<file path="src/rtl/regfile_write_arbiter_if.sv">
// regfile_write_arbiter_if: bundles the two writeback requesters and the register-file write port.
//   a_valid/a_rd/a_data -> a_ready    requester A (ALU writeback)
//   b_valid/b_rd/b_data -> b_ready    requester B (memory load)
//   reg_write/rd/data_write           registered write port toward the register file
//   pending                           per-register "write in flight" mask
//   master: requester/register-file side, slave: arbiter side
interface regfile_write_arbiter_if #(
    parameter int DATA_W = 16,
    parameter int ADDR_W = 4
);
    logic                 a_valid;
    logic [ADDR_W-1:0]    a_rd;
    logic [DATA_W-1:0]    a_data;
    logic                 a_ready;
    logic                 b_valid;
    logic [ADDR_W-1:0]    b_rd;
    logic [DATA_W-1:0]    b_data;
    logic                 b_ready;
    logic                 reg_write;
    logic [ADDR_W-1:0]    rd;
    logic [DATA_W-1:0]    data_write;
    logic [2**ADDR_W-1:0] pending;
    modport master (
        output a_valid, a_rd, a_data, b_valid, b_rd, b_data,
        input  a_ready, b_ready, reg_write, rd, data_write, pending
    );
    modport slave (
        input  a_valid, a_rd, a_data, b_valid, b_rd, b_data,
        output a_ready, b_ready, reg_write, rd, data_write, pending
    );
endinterface

</file>
<file path="src/rtl/regfile_write_arbiter.sv">
// regfile_write_arbiter: queues writebacks from two requesters and issues one register-file write per cycle.
//   clk    sole clock, rising edge
//   rst    asynchronous active-high reset
//   rf_io  slave side of regfile_write_arbiter_if (requester A/B handshakes, write port, pending mask)
//   Each requester owns a DEPTH-entry FIFO of {rd, data}; contention alternates, A wins first after reset.
module regfile_write_arbiter #(
    parameter int DATA_W = 16,
    parameter int ADDR_W = 4,
    parameter int DEPTH  = 2
) (
    input  logic                   clk,
    input  logic                   rst,
    regfile_write_arbiter_if.slave rf_io
);
    localparam int PW    = $clog2(DEPTH);
    localparam int CW    = PW + 1;
    localparam int ENT_W = ADDR_W + DATA_W;
    localparam int NREG  = 2 ** ADDR_W;

    logic [ENT_W-1:0]  mem_q [2][DEPTH];
    logic [PW-1:0]     wp_q [2], wp_d [2], rp_q [2], rp_d [2];
    logic [CW-1:0]     cnt_q [2], cnt_d [2];
    logic              last_q, last_d, we_q, we_d;
    logic [ADDR_W-1:0] rd_q, rd_d;
    logic [DATA_W-1:0] data_q, data_d;
    logic [1:0]        vld, rdy, push, pop, ne;
    logic [ENT_W-1:0]  din [2];
    logic              gnt, sel;
    logic [PW-1:0]     off;
    logic [NREG-1:0]   pend;

    assign vld     = {rf_io.b_valid, rf_io.a_valid};
    assign din[0]  = {rf_io.a_rd, rf_io.a_data};
    assign din[1]  = {rf_io.b_rd, rf_io.b_data};

    always_comb begin
        off  = '0;
        pend = '0;
        for (int x = 0; x < 2; x++) begin
            rdy[x]  = cnt_q[x] < CW'(DEPTH);
            push[x] = vld[x] && rdy[x];
            ne[x]   = cnt_q[x] != '0;
        end
        gnt = |ne;
        // Under contention the queue not served last wins; otherwise the lone non-empty queue.
        sel = &ne ? ~last_q : ne[1];
        for (int x = 0; x < 2; x++) begin
            pop[x]   = gnt && (sel == 1'(x));
            cnt_d[x] = cnt_q[x] + CW'(push[x]) - CW'(pop[x]);
            wp_d[x]  = wp_q[x] + PW'(push[x]);
            rp_d[x]  = rp_q[x] + PW'(pop[x]);
            // Slot i is occupied when its distance from the read pointer is below the count.
            for (int i = 0; i < DEPTH; i++) begin
                off = PW'(i) - rp_q[x];
                if ({1'b0, off} < cnt_q[x])
                    pend[mem_q[x][i][DATA_W +: ADDR_W]] = 1'b1;
            end
        end
        if (we_q)
            pend[rd_q] = 1'b1;
        we_d             = gnt;
        last_d           = gnt ? sel : last_q;
        {rd_d, data_d}   = gnt ? mem_q[sel][rp_q[sel]] : {rd_q, data_q};
    end

    always_ff @(posedge clk or posedge rst) begin
        if (rst) begin
            for (int x = 0; x < 2; x++) begin
                cnt_q[x] <= '0;
                wp_q[x]  <= '0;
                rp_q[x]  <= '0;
            end
            last_q <= 1'b1;
            we_q   <= 1'b0;
            rd_q   <= '0;
            data_q <= '0;
        end else begin
            for (int x = 0; x < 2; x++) begin
                cnt_q[x] <= cnt_d[x];
                wp_q[x]  <= wp_d[x];
                rp_q[x]  <= rp_d[x];
            end
            last_q <= last_d;
            we_q   <= we_d;
            rd_q   <= rd_d;
            data_q <= data_d;
        end
    end

    // Storage needs no reset: occupancy is defined solely by the counts.
    always_ff @(posedge clk) begin
        for (int x = 0; x < 2; x++)
            if (push[x])
                mem_q[x][wp_q[x]] <= din[x];
    end

    assign rf_io.a_ready    = rdy[0];
    assign rf_io.b_ready    = rdy[1];
    assign rf_io.reg_write  = we_q;
    assign rf_io.rd         = rd_q;
    assign rf_io.data_write = data_q;
    assign rf_io.pending    = pend;
endmodule

</file>
<file path="src/flat_wrapper.sv">
// flat-port wrapper written by rule: the top's interface ports become plain ports
module regfile_write_arbiter_flat 
#(
    parameter int DATA_W = 16,
    parameter int ADDR_W = 4,
    parameter int DEPTH  = 2
)
  (clk, rst, rf_io_a_valid, rf_io_a_rd, rf_io_a_data, rf_io_b_valid, rf_io_b_rd, rf_io_b_data, rf_io_a_ready, rf_io_b_ready, rf_io_reg_write, rf_io_rd, rf_io_data_write, rf_io_pending);
  regfile_write_arbiter_if #(.DATA_W(DATA_W), .ADDR_W(ADDR_W)) rf_io_i ();
  input  logic clk;
  input  logic rst;
  input wire logic [$bits(rf_io_i.a_valid)-1:0] rf_io_a_valid;
  input wire logic [$bits(rf_io_i.a_rd)-1:0] rf_io_a_rd;
  input wire logic [$bits(rf_io_i.a_data)-1:0] rf_io_a_data;
  input wire logic [$bits(rf_io_i.b_valid)-1:0] rf_io_b_valid;
  input wire logic [$bits(rf_io_i.b_rd)-1:0] rf_io_b_rd;
  input wire logic [$bits(rf_io_i.b_data)-1:0] rf_io_b_data;
  output wire logic [$bits(rf_io_i.a_ready)-1:0] rf_io_a_ready;
  output wire logic [$bits(rf_io_i.b_ready)-1:0] rf_io_b_ready;
  output wire logic [$bits(rf_io_i.reg_write)-1:0] rf_io_reg_write;
  output wire logic [$bits(rf_io_i.rd)-1:0] rf_io_rd;
  output wire logic [$bits(rf_io_i.data_write)-1:0] rf_io_data_write;
  output wire logic [$bits(rf_io_i.pending)-1:0] rf_io_pending;
  assign rf_io_i.a_valid = rf_io_a_valid;
  assign rf_io_i.a_rd = rf_io_a_rd;
  assign rf_io_i.a_data = rf_io_a_data;
  assign rf_io_i.b_valid = rf_io_b_valid;
  assign rf_io_i.b_rd = rf_io_b_rd;
  assign rf_io_i.b_data = rf_io_b_data;
  assign rf_io_a_ready = rf_io_i.a_ready;
  assign rf_io_b_ready = rf_io_i.b_ready;
  assign rf_io_reg_write = rf_io_i.reg_write;
  assign rf_io_rd = rf_io_i.rd;
  assign rf_io_data_write = rf_io_i.data_write;
  assign rf_io_pending = rf_io_i.pending;
  regfile_write_arbiter #(.DATA_W(DATA_W), .ADDR_W(ADDR_W), .DEPTH(DEPTH)) u_core (.clk(clk), .rst(rst), .rf_io(rf_io_i));
endmodule
</file>
<file path="config.mk">
export PLATFORM = sky130hd
export DESIGN_NAME = regfile_write_arbiter_flat
export DESIGN_NICKNAME = d
export VERILOG_FILES = /design/src/rtl/regfile_write_arbiter_if.sv /design/src/rtl/regfile_write_arbiter.sv /design/src/flat_wrapper.sv
export SDC_FILE = /design/constraint.sdc
export NUM_CORES = 1
export LEC_CHECK = 0
export ABC_AREA = 1
export CORE_MARGIN = 3
export CORE_UTILIZATION = 42
export CTS_BUF_LIST = sky130_fd_sc_hd__clkbuf_4 sky130_fd_sc_hd__clkbuf_8 sky130_fd_sc_hd__clkbuf_16
export DETAILED_ROUTE_END_ITERATION = 10
export SLEW_MARGIN = 30
export SYNTH_ARGS = -nofsm -noshare
export SYNTH_HDL_FRONTEND = slang
export SYNTH_SLANG_ARGS = --single-unit
</file>
<file path="constraint.sdc">
create_clock -name clk -period 5.25 [get_ports clk]
set_clock_uncertainty 0.2 [all_clocks]
set_input_delay 1.05 -clock clk [delete_from_list [all_inputs] [get_ports clk]]
set_output_delay 1.05 -clock clk [all_outputs]
set_load 0.01 [all_outputs]
</file>
==> results.rst, run 1 <==
.. list-table::
   :header-rows: 1

   * - Metric
     - Value
   * - Status
     - finished, final reports clean
   * - Global routing usage on met3
     - between 3 and 4%
   * - Horizontal die dimension
     - around 120 um
   * - Final number of max-transition violations
     - 0
   * - GR met1 Demand/Resource
     - between 20 and 30%
   * - Power per cell area
     - around 600 nW/um2
   * - Final core occ
     - 53.3%
   * - Switching part of the total power
     - roughly 42%
   * - Part of the Yosys area used for sequential elements
     - 57.5%
   * - Area occupied by registers
     - about 3200 um2
   * - Average cell area after synthesis
     - roughly 8.6 um2
   * - Clk pwr share
     - between 15 and 20%
   * - Sequential group share of total power
     - 34.3%
   * - Overall die area
     - 14500 um2
   * - Number of sinks driven by the clock tree
     - 110
   * - Area Growth Syn to Fin
     - 23.2%
   * - Endpoint type of the worst setup path
     - flip-flop
   * - Tot GR Track Use
     - approximately a fifth
   * - H-tree depth
     - 3
   * - Count of cells resized by post-cts repair
     - 0
   * - DRC errors left
     - 0
   * - Count of buffers added by post-CTS timing repair for setup
     - 0
   * - Worst IR Drop VDD
     - around 0.34 mV
   * - Maximum number of pins on one net before global-route repair
     - between 40 and 50
   * - TritonCTS clock tree
     - built
   * - Drt first pass iters
     - 5
   * - Area of the placeable core
     - 12700 um2
   * - Layer carrying the most global-route usage
     - met2
   * - Number of buffer and inverter stages on the critical path
     - 2
   * - Register clock-pin slew on the reported worst setup and hold paths
     - roughly 0.07 ns
   * - Post-DRT Antenna Nets
     - 0
   * - Number of buffers created by CTS
     - 9
   * - Number of buffers inserted by port buffering
     - a little over 80
   * - Met2 GRT Util
     - a little over a third
   * - Antenna violations before repair
     - 0
   * - Max-cap violations
     - 0
   * - Type of element launching the critical path
     - flip-flop
   * - Most frequent cell on the critical path
     - nand2_1
   * - Net count of the finished layout
     - ~760
   * - Overflow after GRT
     - 0
   * - Top fanout value on the critical path
     - between 40 and 50
   * - Initial drt markers
     - 317
   * - Number of endpoints failing setup at the final stage
     - 0
   * - Clock tree root driver cell
     - clkbuf_16
   * - First-pass GRT wire length
     - ~23000 um
   * - Peak Freq
     - between 200 and 300 MHz
   * - Cell types occupying the most area after synthesis
     - edfxtp_1 (44%), nand2_1 (16%), dfrtp_1 (13%)
   * - Path category of the worst min-delay check
     - flip-flop to flip-flop
   * - Cell breakdown of the critical path
     - inv_2 -> nand2_2 -> nand2_2 -> nand2_1 -> nand2_1 -> inv_2 -> nand2_1 -> nand3_1 -> nand2_1
   * - Wire length per cell after detailed routing
     - between 15 and 20 um
   * - Diode insertion count for antenna repair
     - 0
   * - Leak pwr
     - 3.02 nW
   * - Clock insertion delay at the later pin of the skew report
     - 0.35 ns
   * - CP max-delay cell
     - nand2_2
   * - Via count of the first global-routing pass
     - ~4400
   * - Number of warning messages in the yosys log
     - 0
   * - Routability Congestion
     - between 0.8 and 0.9
   * - Power share of the combinational group
     - between 40% and 50%
   * - Minimum clock period
     - around 3.7 ns
   * - Effective utilization at floorplan
     - between 40% and 50%
   * - Cell type with the largest total area after synthesis
     - edfxtp_1
   * - Switching pwr
     - roughly 1.7 mW
   * - Headroom to the max-slew limit
     - 42.4%
   * - Required time at the worst-slack endpoint
     - approximately 5.3 ns
   * - Setup total negative slack
     - 0 ns
   * - Worst-margin pin slew
     - 0.862 ns
   * - Internal power contribution
     - ~2.3 mW
   * - Total of hold buffers inserted after clock tree synthesis
     - 0
   * - Crit path arrival time
     - 3.72 ns
   * - Unique masters post-synth
     - 24
   * - Detailed Place HPWL
     - 10300 um
   * - Kind of cell adding the most delay to the critical path
     - simple AND/OR/NAND/NOR gates
   * - Sum of routed wire length over all layers
     - 14100 um
   * - Number of rows created at floorplan
     - 41
   * - Net count after synthesis
     - a little under 700
   * - Register bit count reported by yosys
     - between 100 and 150
   * - Multi-input gate area
     - 1860 um2
   * - Bufs on Longest Clock Path
     - 2
   * - Vias
     - around 4300
   * - Avg Vias per Cell
     - between 4 and 5
   * - Ratio of final minimum period to clock period
     - a little over two thirds
   * - Min Hold Slack
     - 0.279 ns
   * - Yosys top cell area share
     - 43.8%
   * - Number of hold violations in the final report
     - 0
   * - Filler cell count in the final layout
     - ~1200
   * - Share of cells above drive strength 1
     - approximately 4.3%
   * - I/O pins
     - 83
   * - Floorplan die height
     - between 100 and 150 um
   * - Max incr delay on CP
     - around 0.7 ns
   * - Cell area after synthesis
     - roughly 5500 um2
   * - Cells after Synth
     - approximately 640
   * - Setup repair after global routing missed its margin
     - false
   * - Critical setup path kind
     - flip-flop to flip-flop
## worst reg2reg max path, stage by stage (launching register included)
cell     delay [ns]
dfrtp_1        0.40
inv_2          0.07
nand2_2        0.61
nand2_2        0.71
nand2_1        0.22
nand2_1        0.53
inv_2          0.57
nand2_1        0.11
nand3_1        0.09
nand2_1        0.06
## final timing paths
path,startpoint,endpoint,slack [ns],cells after the start
worst max-delay path,u_core.cnt_q[1],u_core.rf_io.data_write[15],1.57,9
worst min-delay path,u_core.rf_io.data_write[3],u_core.rf_io.data_write[3],0.28,2
worst max register to register,u_core.cnt_q[1],u_core.rf_io.data_write[15],1.57,9
worst min register to register,u_core.rf_io.data_write[3],u_core.rf_io.data_write[3],0.28,2
max in group asynchronous,rst,u_core.last_q,3.61,3
min in group asynchronous,rst,u_core.rp_q[1],0.90,3
## power groups by stage
stage	clock (mW)	combinational, mW	sequential, mW
floorplan	0	1.27	1.37
global placement	0	1.94	1.38
detailed placement	0	1.97	1.38
CTS	0.657	1.98	1.37
global route	0.691	2.25	1.39
finish	0.643	1.97	1.36
## sequential cells by signal, summed over array words and instances (netlist names)
register	flops
u_core.cnt_q	4
u_core.last_q	1
u_core.rf_io.reg_write	1
u_core.rf_io.rd	4
u_core.rf_io.data_write	16
u_core.rp_q	2
u_core.mem_q	80
u_core.wp_q	2
## cells by family after synthesis
| group | synth area share, % |
|---|---|
| compound gates | 2.47 |
| xor+xnor | 0.799 |
| fa+ha+maj | 1.83 |
| buf+inv | 8.88 |
| flops | 57.5 |
| simple gates | 28.5 |
## metal layers
metal,up-vias,wire (um)
met5,-,0
met2,112,6870
li1,2172,-
met4,0,446
met1,2023,6260
met3,26,543
## synthesized netlist by cell type, drive strengths merged
library cell    n
clkbuf          5
nand4           8
inv           100
nor3            7
xnor2           2
xor2            3
dfrtp          29
nand2         232
buf            16
a21oi           8
edfxtp         80
dfstp           1
nand3b         17
o22ai           1
or2             1
ha              8
nand3          63
nor2           39
o21ai          17
## layout make-up
| cell class | count | share of cell area (%) |
|---|---|---|
| clock inverters | 6 | 0.686 |
| well taps | 172 | 3.19 |
| multi-input cells | 406 | 27.6 |
| inverters | 100 | 5.56 |
| clock buffers | 10 | 3.45 |
| repair buffers | 85 | 12.8 |
| flip-flops and latches | 110 | 46.7 |
## layout by cell type (no fill, tap or decap), types with 2 or more instances in the layout
| cell | Yosys | final |
|---|---|---|
| o21ai_0 | 16 | 16 |
| inv_2 | 2 | 2 |
| nand4_1 | 8 | 8 |
| clkdlybuf4s50_1 | 0 | 82 |
| ha_2 | 0 | 4 |
| nor2_1 | 39 | 39 |
| dfrtp_1 | 29 | 29 |
| nand3b_1 | 17 | 17 |
| xnor2_1 | 2 | 2 |
| ha_1 | 8 | 4 |
| nor3_1 | 6 | 6 |
| nand2_1 | 230 | 230 |
| clkinv_2 | 0 | 2 |
| a21oi_1 | 8 | 8 |
| clkbuf_16 | 0 | 9 |
| inv_1 | 98 | 98 |
| nand3_1 | 63 | 63 |
| nand2_2 | 2 | 2 |
| buf_4 | 5 | 2 |
| clkinv_4 | 0 | 2 |
| xor2_1 | 3 | 3 |
| edfxtp_1 | 80 | 80 |
## stage by stage
| stage | worst slack, ns | cell area (um2) | power (mW) | cells |
|---|---|---|---|---|
| after floorplan | 2.81 | 5480 | 2.64 | 637 |
| after global placement | 1.35 | 6430 | 3.32 | 872 |
| after detailed placement | 1.20 | 6440 | 3.35 | 872 |
| after CTS | 1.18 | 6720 | 4.00 | 888 |
| after global routing | 1.16 | 6750 | 4.33 | 889 |
| final | 1.57 | 6750 | 3.98 | 889 |
No activity file was read; power rests on OpenSTA's default activity.
==> run 2: changes to the inputs <==
--- a/config.mk
+++ b/config.mk
@@ -10,6 +10,7 @@
 export CORE_UTILIZATION = 42
 export CTS_BUF_LIST = sky130_fd_sc_hd__clkbuf_4 sky130_fd_sc_hd__clkbuf_8 sky130_fd_sc_hd__clkbuf_16
 export DETAILED_ROUTE_END_ITERATION = 10
+export PLACE_DENSITY = 0.67
 export SLEW_MARGIN = 30
 export SYNTH_ARGS = -nofsm -noshare
 export SYNTH_HDL_FRONTEND = slang
==> constraint.sdc (replaced) <==
create_clock -name clk -period 3.05 [get_ports clk]
set_clock_uncertainty 0.2 [all_clocks]
set_input_delay 0.61 -clock clk [delete_from_list [all_inputs] [get_ports clk]]
set_output_delay 0.61 -clock clk [all_outputs]
set_load 0.01 [all_outputs]
==> run 2 against run 1 <==
Effect of this change:
- first-iteration DRC count is 2.2% lower
- final cell count is 1.3% higher
- power is 76% higher
- non-clock buffer count is 12 higher
- via count is 3.9% higher
- design area is 1.4% higher
==> results.rst, run 2 (synthesis gave the netlist of run 1 again) <==
.. list-table::
   :header-rows: 1

   * - Metric
     - Value
   * - Status
     - finished, final reports clean
   * - Path category of the worst min-delay check
     - flip-flop to flip-flop
   * - Endpoint of the worst register-to-register path
     - u_core.rf_io.data_write[9]
   * - CP max-delay cell
     - clkdlybuf4s50_1
   * - Internal power contribution
     - 3.99 mW (+74%)
   * - Headroom to the max-slew limit
     - 48.8% (+6.4 points)
   * - Cell breakdown of the critical path
     - inv_1 -> nor2_1 -> nand3_1 -> nand2_1 -> nor2_1 -> nand3_1 -> clkdlybuf4s50_1
   * - Power share of the combinational group
     - 50.4% (+0.8 points)
   * - Horizontal die dimension
     - 120 um (unchanged)
   * - Crit path arrival time
     - 2.11 ns (-1.61 ns)
   * - Reg2reg path depth
     - 9 (unchanged)
   * - Bufs on Longest Clock Path
     - 2 (unchanged)
   * - TritonCTS clock tree
     - built
   * - Endpoint type of the worst setup path
     - primary output
   * - Routability Congestion
     - 0.918 (+4.6%)
   * - Switching part of the total power
     - 42.9% (+0.62 points)
   * - Overall die area
     - 14500 um2 (unchanged)
   * - Max incr delay on CP
     - 0.55 ns (-0.15 ns)
   * - Number of buffers inserted by port buffering
     - 82 (unchanged)
   * - Max-cap violations
     - 0 (unchanged)
   * - First-pass GRT wire length
     - 23300 um (+3.3%)
   * - Clock tree root driver cell
     - clkbuf_16
   * - Final non-filler cell total
     - 901 (+1.3%)
   * - Number of rows created at floorplan
     - 41 (unchanged)
   * - Detailed Place HPWL
     - 10900 um (+6.1%)
   * - Switching pwr
     - 3.00 mW (+78%)
   * - Overflow after GRT
     - 0 (unchanged)
   * - Hold wc startpoint
     - u_core.last_q
   * - Power per cell area
     - 1020 nW/um2 (+73%)
   * - Clock insertion delay at the later pin of the skew report
     - 0.35 ns (about the same)
   * - Top fanout value on the critical path
     - 5 (-89%)
   * - Most common library cell in the layout ignoring fill and taps
     - nand2_1
   * - Tot GR Track Use
     - 20.9% (+0.47 points)
   * - Drt first pass iters
     - 6 (+1)
   * - Required time at the worst-slack endpoint
     - 2.24 ns (-3.05 ns)
   * - Most frequent cells in the layout
     - nand2_1 (230), inv_1 (98), clkdlybuf4s50_1 (82)
   * - DRC errors left
     - 0 (unchanged)
   * - Register clock-pin slew on the reported worst setup and hold paths
     - 0.07 ns (about the same)
   * - Setup repair after global routing missed its margin
     - true
   * - Clk pwr share
     - 16.1% (about the same)
   * - H-tree depth
     - 3 (unchanged)
   * - Initial drt markers
     - 310 (-2.2%)
   * - Peak Freq
     - approximately 340 MHz
   * - Share of cells above drive strength 1
     - 6.86% (+2.5 points)
   * - Effective utilization at floorplan
     - 43.3% (unchanged)
   * - Minimum clock period
     - around 2.9 ns
   * - Area Growth Syn to Fin
     - 24.9%
   * - Beginning of the worst register-to-register path
     - u_core.cnt_q[1]
   * - Worst-case hold path end point
     - u_core.last_q
   * - Filler cell count in the final layout
     - 1196 (-2.0%)
   * - Number of hold violations in the final report
     - 0 (unchanged)
   * - Sum of routed wire length over all layers
     - 14600 um (+3.3%)
   * - Register-to-Register Setup Slack
     - 0.67 ns (-0.90 ns)
   * - Ratio of final minimum period to clock period
     - around 96%
   * - Critical setup path kind
     - flip-flop to primary output
   * - Worst-margin pin slew
     - 0.767 ns (-0.0954 ns)
   * - Number of sinks driven by the clock tree
     - 110 (unchanged)
   * - Antenna violations before repair
     - 0 (unchanged)
   * - Vias
     - 4500 (+3.9%)
   * - Number of endpoints failing setup at the final stage
     - 0 (unchanged)
   * - Sequential group share of total power
     - 33.5% (-0.8 points)
   * - I/O pins
     - 83 (unchanged)
   * - Number of cells on the worst hold path
     - 2 (unchanged)
   * - Maximum number of pins on one net before global-route repair
     - 41 (-11%)
   * - Leak pwr
     - 3.08 nW (+2.0%)
   * - Launch point of the critical path
     - u_core.mem_q[1][36]
   * - Floorplan die height
     - 120 um (unchanged)
   * - Worst IR Drop VDD
     - 0.583 mV (+72%)
   * - Diode insertion count for antenna repair
     - 0 (unchanged)
   * - Count of placed standard cells including taps
     - 885 (+1.5%)
   * - Avg Vias per Cell
     - 4.99 (+2.5%)
   * - Via count of the first global-routing pass
     - 4566 (+3.0%)
   * - Area of the placeable core
     - 12700 um2 (unchanged)
   * - Wire length per cell after detailed routing
     - 16.2 um (+1.9%)
   * - Number of buffers created by CTS
     - 9 (unchanged)
   * - Post-DRT Antenna Nets
     - 0 (unchanged)
   * - Setup total negative slack
     - 0 ns (unchanged)
   * - Net count of the finished layout
     - 776 (+1.6%)
   * - Largest register FFs
     - 80 (unchanged)
   * - Type of element launching the critical path
     - flip-flop
   * - Final number of max-transition violations
     - 0 (unchanged)
## run 2: cell types whose count changed in the layout (fill, tap and decap cells not counted), moves of 3 or more
cell     previous run  this run
o21ai_0            16        13
buf_4               2        15
ha_2                4         0
dfrtp_2             0         3
nor2_2              0         3
a21oi_1             8         5
nor2_1             39        36
dfrtp_1            29        26
ha_1                4         8
## run 2: how the worst max path moves through the flow
stage | to | cells past startpoint | slack [ns]
2_1_floorplan | rf_io_pending[14] | 6 | 1.05
3_3_place_gp | rf_io_pending[10] | 7 | 0.37
3_5_place_dp | rf_io_pending[11] | 7 | 0.35
4_1_cts | rf_io_pending[10] | 7 | 0.05
5_1_grt | rf_io_pending[14] | 7 | -0.03
6_report | rf_io_pending[1] | 7 | 0.13
## run 2: power groups by stage
stage	logic, mW	clock network (mW)	registers [mW]
finish	3.53	1.13	2.34
global route	4.00	1.21	2.39
CTS	3.53	1.16	2.32
detailed placement	3.50	0	2.34
global placement	3.43	0	2.33
floorplan	2.19	0	2.36
## run 2: what timing repair did
item / 4_1_cts / 5_1_grt
resized for setup: 2 / 13
gates cloned: 0 / 0
hold buffers: 0 / 0
setup buffers: 0 / 0
endpoints found under the setup margin: 6 / 10
## run 2: per-layer routing
metal  routed length (um)  global-route usage [%]  share of wire (%)  vias to the layer above
li1                     -                       -                  -                     2197
met1                 6320                    26.8                 43                     2143
met2                 6950                    33.9                 48                      130
met3                  694                    4.07                4.8                       30
met4                  627                    10.5                4.3                        0
met5                    0                       0                  0                        -
## run 2: per-stage QoR
stage	setup slack (ns)	power, mW	util (%)	hold slack, ns	instance area, um2
finish	0.125	6.99	54.0	0.273	6850
global route	-0.0259	7.61	54.0	0.288	6850
CTS	0.0486	7.01	53.8	0.272	6810
detailed placement	0.347	5.85	51.4	0.262	6520
global placement	0.369	5.76	51.4	0.267	6520
floorplan	1.05	4.55	-	0.250	5480
## run 2: cell type report
cell class	instances	area, um2	area share [%]
Clock buffer	10	233	3.40
Clock inverter	6	57.6	0.840
Inverter	100	375	5.48
Multi-Input combinational cell	406	1880	27.4
Sequential cell	110	3160	46.1
Tap cell	172	215	3.14
Timing Repair Buffer	97	933	13.6
## run 2: critical path: cells and delay by family, from the launching register on
family                 cells  cell delay (ns)
and+or+nand+nor            5             0.69
DFF                        1             0.44
buffers and inverters      2             0.63
==> run 3: changes to the inputs <==
--- a/config.mk
+++ b/config.mk
@@ -6,6 +6,7 @@
 export NUM_CORES = 1
 export LEC_CHECK = 0
 export ABC_AREA = 1
+export CAP_MARGIN = 20
 export CORE_MARGIN = 3
 export CORE_UTILIZATION = 42
 export CTS_BUF_LIST = sky130_fd_sc_hd__clkbuf_4 sky130_fd_sc_hd__clkbuf_8 sky130_fd_sc_hd__clkbuf_16
==> results of run 3 <==
No change in the layout: final DEF, timing and power equal those of run 2.
==> patch 1: new RTL, flow settings as in run 2 <==
`DEPTH` is set to 2 in 2 places; all go to 4.
--- a/src/rtl/regfile_write_arbiter.sv
+++ b/src/rtl/regfile_write_arbiter.sv
@@ -6,7 +6,7 @@
 module regfile_write_arbiter #(
     parameter int DATA_W = 16,
     parameter int ADDR_W = 4,
-    parameter int DEPTH  = 2
+    parameter int DEPTH  = 4
 ) (
     input  logic                   clk,
     input  logic                   rst,
--- a/src/flat_wrapper.sv
+++ b/src/flat_wrapper.sv
@@ -3,7 +3,7 @@
 #(
     parameter int DATA_W = 16,
     parameter int ADDR_W = 4,
-    parameter int DEPTH  = 2
+    parameter int DEPTH  = 4
 )
   (clk, rst, rf_io_a_valid, rf_io_a_rd, rf_io_a_data, rf_io_b_valid, rf_io_b_rd, rf_io_b_data, rf_io_a_ready, rf_io_b_ready, rf_io_reg_write, rf_io_rd, rf_io_data_write, rf_io_pending);
   regfile_write_arbiter_if #(.DATA_W(DATA_W), .ADDR_W(ADDR_W)) rf_io_i ();
Formal check against the unedited RTL: not equivalent (Yosys sat finds a counterexample within 4 cycles, from zero or initial values and one cycle with rst high).
==> patch 1 against run 2 <==
- worst setup slack got worse by 0.13 ns
- register-to-register slack worse by 0.38 ns
- design area up 82%
- routed wire length is 90% higher
- total power rose by 94%
- the run now ends with setup timing left
- via count rose by 84%
- sequential cell count grew 86
- synthesized area rose by 84%
==> patch 1: results (changes against run 2) <==
Status
  • Outcome: finished with violations (was complete, no violations)
  • Violations in the final reports: setup timing

Global routing
  • Total Routing Usage GR: 0.213 (was 0.209)
  • Maximum number of pins on one net before global-route repair: 53 (was 41)
  • Number of global-route vias before repair: 8,070 (was 4,566)

Hold path
  • Worst hold start: u_core.rf_io.data_write[5] (was u_core.last_q)
  • Sink of the worst hold path: u_core.rf_io.data_write[5] (was u_core.last_q)

STA
  • Final-layout worst hold slack: 0.285 ns (was 0.273 ns)
  • Slew at the pin closest to its max-slew limit: 0.819 ns (was 0.767 ns)
  • Setup Total Neg Slack: -0.0198 ns (was 0 ns)
  • Worst-case setup margin in the final layout: -0.00973 ns (was 0.125 ns)
  • Number of setup violations in the final report: 3 (was 0)

Synth
  • Count of distinct cell types in the synthesized netlist: 32 (was 24)
  • Most area-consuming cells after synthesis: edfxtp_1 (48%), nand2_1 (19%), dfrtp_1 (8.7%) (was edfxtp_1 (44%), nand2_1 (16%), dfrtp_1 (13%))
  • Top post-synthesis cells by count: nand2_1 (522), edfxtp_1 (160), nand3_1 (157), nor2_1 (87), inv_1 (81) (was nand2_1 (230), inv_1 (98), edfxtp_1 (80), nand3_1 (63), nor2_1 (39))
  • Gate count after technology mapping: 1,180 (was 637)

Pwr
  • Power dissipated by switching net loads: 6.21 mW (was 3.00 mW)
  • Switching Fraction: 0.458 (was 0.429)
  • P_seq: 3.86 mW (was 2.34 mW)
  • Static leakage: 5.56 nW (was 3.08 nW)
  • Worst voltage drop across the vdd grid: 0.542 mV (was 0.583 mV)

Critical path
  • Crit-path max FO: 6 (was 5)
  • Worst Setup EP: rf_io_pending[10] (was rf_io_pending[1])

Route
  • Via Count: 8,296 (was 4,500)
  • Final Routed Wirelength: 27.7 mm (was 14.6 mm)
  • Drt pass-1 iters: 5 (was 6)

Final layout
  • Share of final-layout standard cells stronger than drive strength 1: 0.161 (was 0.0686)
  • Count of buffers not belonging to the clock network in the layout: 130 (was 97)
  • Post-route insts no fill: 1,617 (was 901)
  • Register share of the cell area: 0.458 (was 0.461)
  • Total number of multi-input combinational cells: 854 (was 406)
  • Max reg flops: 160 (was 80)
  • Non-clock inverters: 86 (was 100)
  • Relative area of non-clock buffer cells in the final design: 0.0929 (was 0.136)
  • Count of clock-net buffers in the final layout: 18 (was 10)

Clocking
  • Clk_lat worst skew: 0.43 ns (was 0.35 ns)
  • Number of gates resized after cts: 135 (was 2)
  • Post-CTS Setup Repair Bufs: 6 (was 0)

Placed design
  • Placed inst area: 11,400 µm² (was 6520 µm²)
  • Half-perimeter wire length after detailed placement: 18.9 mm (was 10.9 mm)
==> patch 1: cell count changes after synthesis, moves of 12 or more <==
cell / change
buf_2: +13
nand3_1: +94
nand3b_1: -17
inv_1: -17
nor2_1: +48
nor3_1: +18
edfxtp_1: +80
buf_6: +12
nand2_1: +292
==> patch 1: routing by layer <==
layer	global-route usage	vias up	part of all wire	wire length, µm
li1	-	4059	-	-
met1	0.281	3942	0.44	12200
met2	0.363	247	0.48	13400
met3	0.0290	48	0.051	1410
met4	0.0747	0	0.023	632
met5	0	-	0	0
==> patch 1: cell families after synthesis <==
logic type,synth area share
simple gates,0.322
buf+inv,0.0637
xor+xnor,0.00867
fa+ha+maj,0.0238
compound gates,0.0171
flops,0.565
==> patch 1: tightest hold or removal path, cell delays in order (launching register included) <==
cell and delay [ns]:
dfrtp_1 0.35, nand2_1 0.05, nand2_1 0.05
==> patch 2: new RTL, settings of run 2 <==
Made on the original files. `data_q` no longer has a reset.
--- a/src/rtl/regfile_write_arbiter.sv
+++ b/src/rtl/regfile_write_arbiter.sv
@@ -73,7 +73,6 @@
             last_q <= 1'b1;
             we_q   <= 1'b0;
             rd_q   <= '0;
-            data_q <= '0;
         end else begin
             for (int x = 0; x < 2; x++) begin
                 cnt_q[x] <= cnt_d[x];
@@ -83,8 +82,11 @@
             last_q <= last_d;
             we_q   <= we_d;
             rd_q   <= rd_d;
-            data_q <= data_d;
         end
+    end
+
+    always_ff @(posedge clk) begin
+        data_q <= data_d;
     end
 
     // Storage needs no reset: occupancy is defined solely by the counts.
Formal check against the unedited RTL: differs if rst is asserted again (counterexample within 4 cycles, from zero or initial values and one cycle with rst high); with rst held inactive, the same outputs for 4 cycles.
==> patch 2 against run 2 <==
- total power fell by 4.0%
- sequential cell count unchanged
- die area decreased by 5.6%
- routed wire length shrank 13%
- design area fell by 5.4%
- via count is 13% lower
- worst setup slack worse by 0.042 ns
- sequential share of layout area rose by 3.9 points
- synthesized area shrank 5.9%
- count of clock-buffer cells in the layout increased by 1
- critical path type unchanged
- largest cell class unchanged
- largest power group unchanged
==> patch 2: results (changes against run 2) <==
Status
  • Outcome: complete, no violations (unchanged)

Global routing
  • First-pass GRT wire length: 19.8 mm (was 23.3 mm)
  • Total Routing Usage GR: 0.195 (was 0.209)

Final layout
  • Non-clock inverters: 66 (was 100)
  • Post-route insts no fill: 767 (was 901)
  • Count of clock-net buffers in the final layout: 11 (was 10)
  • Share of final-layout standard cells stronger than drive strength 1: 0.0641 (was 0.0686)
  • Count of buffers not belonging to the clock network in the layout: 93 (was 97)
  • Total number of multi-input combinational cells: 340 (was 406)
  • Relative area of non-clock buffer cells in the final design: 0.140 (was 0.136)
  • Combined flip-flop and latch cell area: 3240 µm² (was 3160 µm²)
  • Layout fillers: 1,059 (was 1,196)

Critical path
  • Endpoint of the worst register-to-register path: u_core.rf_io.data_write[6] (was u_core.rf_io.data_write[9])
  • Worst Setup EP: rf_io_pending[9] (was rf_io_pending[1])
  • R2r worst-path depth: 8 (was 9)

Pwr
  • Power dissipated by switching net loads: 2.60 mW (was 3.00 mW)
  • Static leakage: 2.71 nW (was 3.08 nW)

Synth
  • Most area-consuming cells after synthesis: edfxtp_1 (56%), nand2_1 (13%), dfrtp_1 (6.3%) (was edfxtp_1 (44%), nand2_1 (16%), dfrtp_1 (13%))
  • Count of distinct cell types in the synthesized netlist: 27 (was 24)
  • Top post-synthesis cells by count: nand2_1 (180), edfxtp_1 (96), inv_1 (64), nand3_1 (45), nor2_1 (41) (was nand2_1 (230), inv_1 (98), edfxtp_1 (80), nand3_1 (63), nor2_1 (39))
  • Xor and xnor fraction of the mapped netlist area: 0.00849 (was 0.00799)
  • Synth Area in Adders: 0.0194 (was 0.0183)

STA
  • Slew at the pin closest to its max-slew limit: 0.972 ns (was 0.767 ns)

Route
  • DR WL/cell: 16.6 µm (was 16.2 µm)
  • Via Count: 3,898 (was 4,500)
  • Drt pass-1 iters: 4 (was 6)
  • Detailed router's first-iteration violation count: 306 (was 310)

Placed design
  • Half-perimeter wire length after detailed placement: 9.40 mm (was 10.9 mm)
  • Total placed cells including tap cells: 752 (was 885)
## patch 2: layer usage
| layer | routed length, µm | part of all wire | up-vias | track usage |
|---|---|---|---|---|
| li1 | - | - | 1923 | - |
| met4 | 558 | 0.044 | 0 | 0.116 |
| met3 | 635 | 0.050 | 34 | 0.0288 |
| met2 | 6210 | 0.49 | 130 | 0.331 |
| met1 | 5300 | 0.42 | 1811 | 0.237 |
| met5 | 0 | 0 | - | 0 |
## patch 2: worst min-delay path, stage by stage, from the launching register on
cell	delay (ns)
dfstp_2	0.39
nand2_1	0.06
nand2_1	0.04
## patch 2: stage by stage
stage                     hold WS (ns)  setup WS (ns)  setup TNS [ns]  power (mW)  utilization
after global placement           0.278          0.282               0        5.52        0.526
after detailed placement         0.283          0.284               0        5.60        0.526
final                            0.290         0.0834               0        6.71        0.553
after global routing             0.303       -0.00159        -0.00159        7.24        0.553
after CTS                        0.296         0.0588               0        6.76        0.551
after floorplan                  0.263          0.862               0        4.44            -
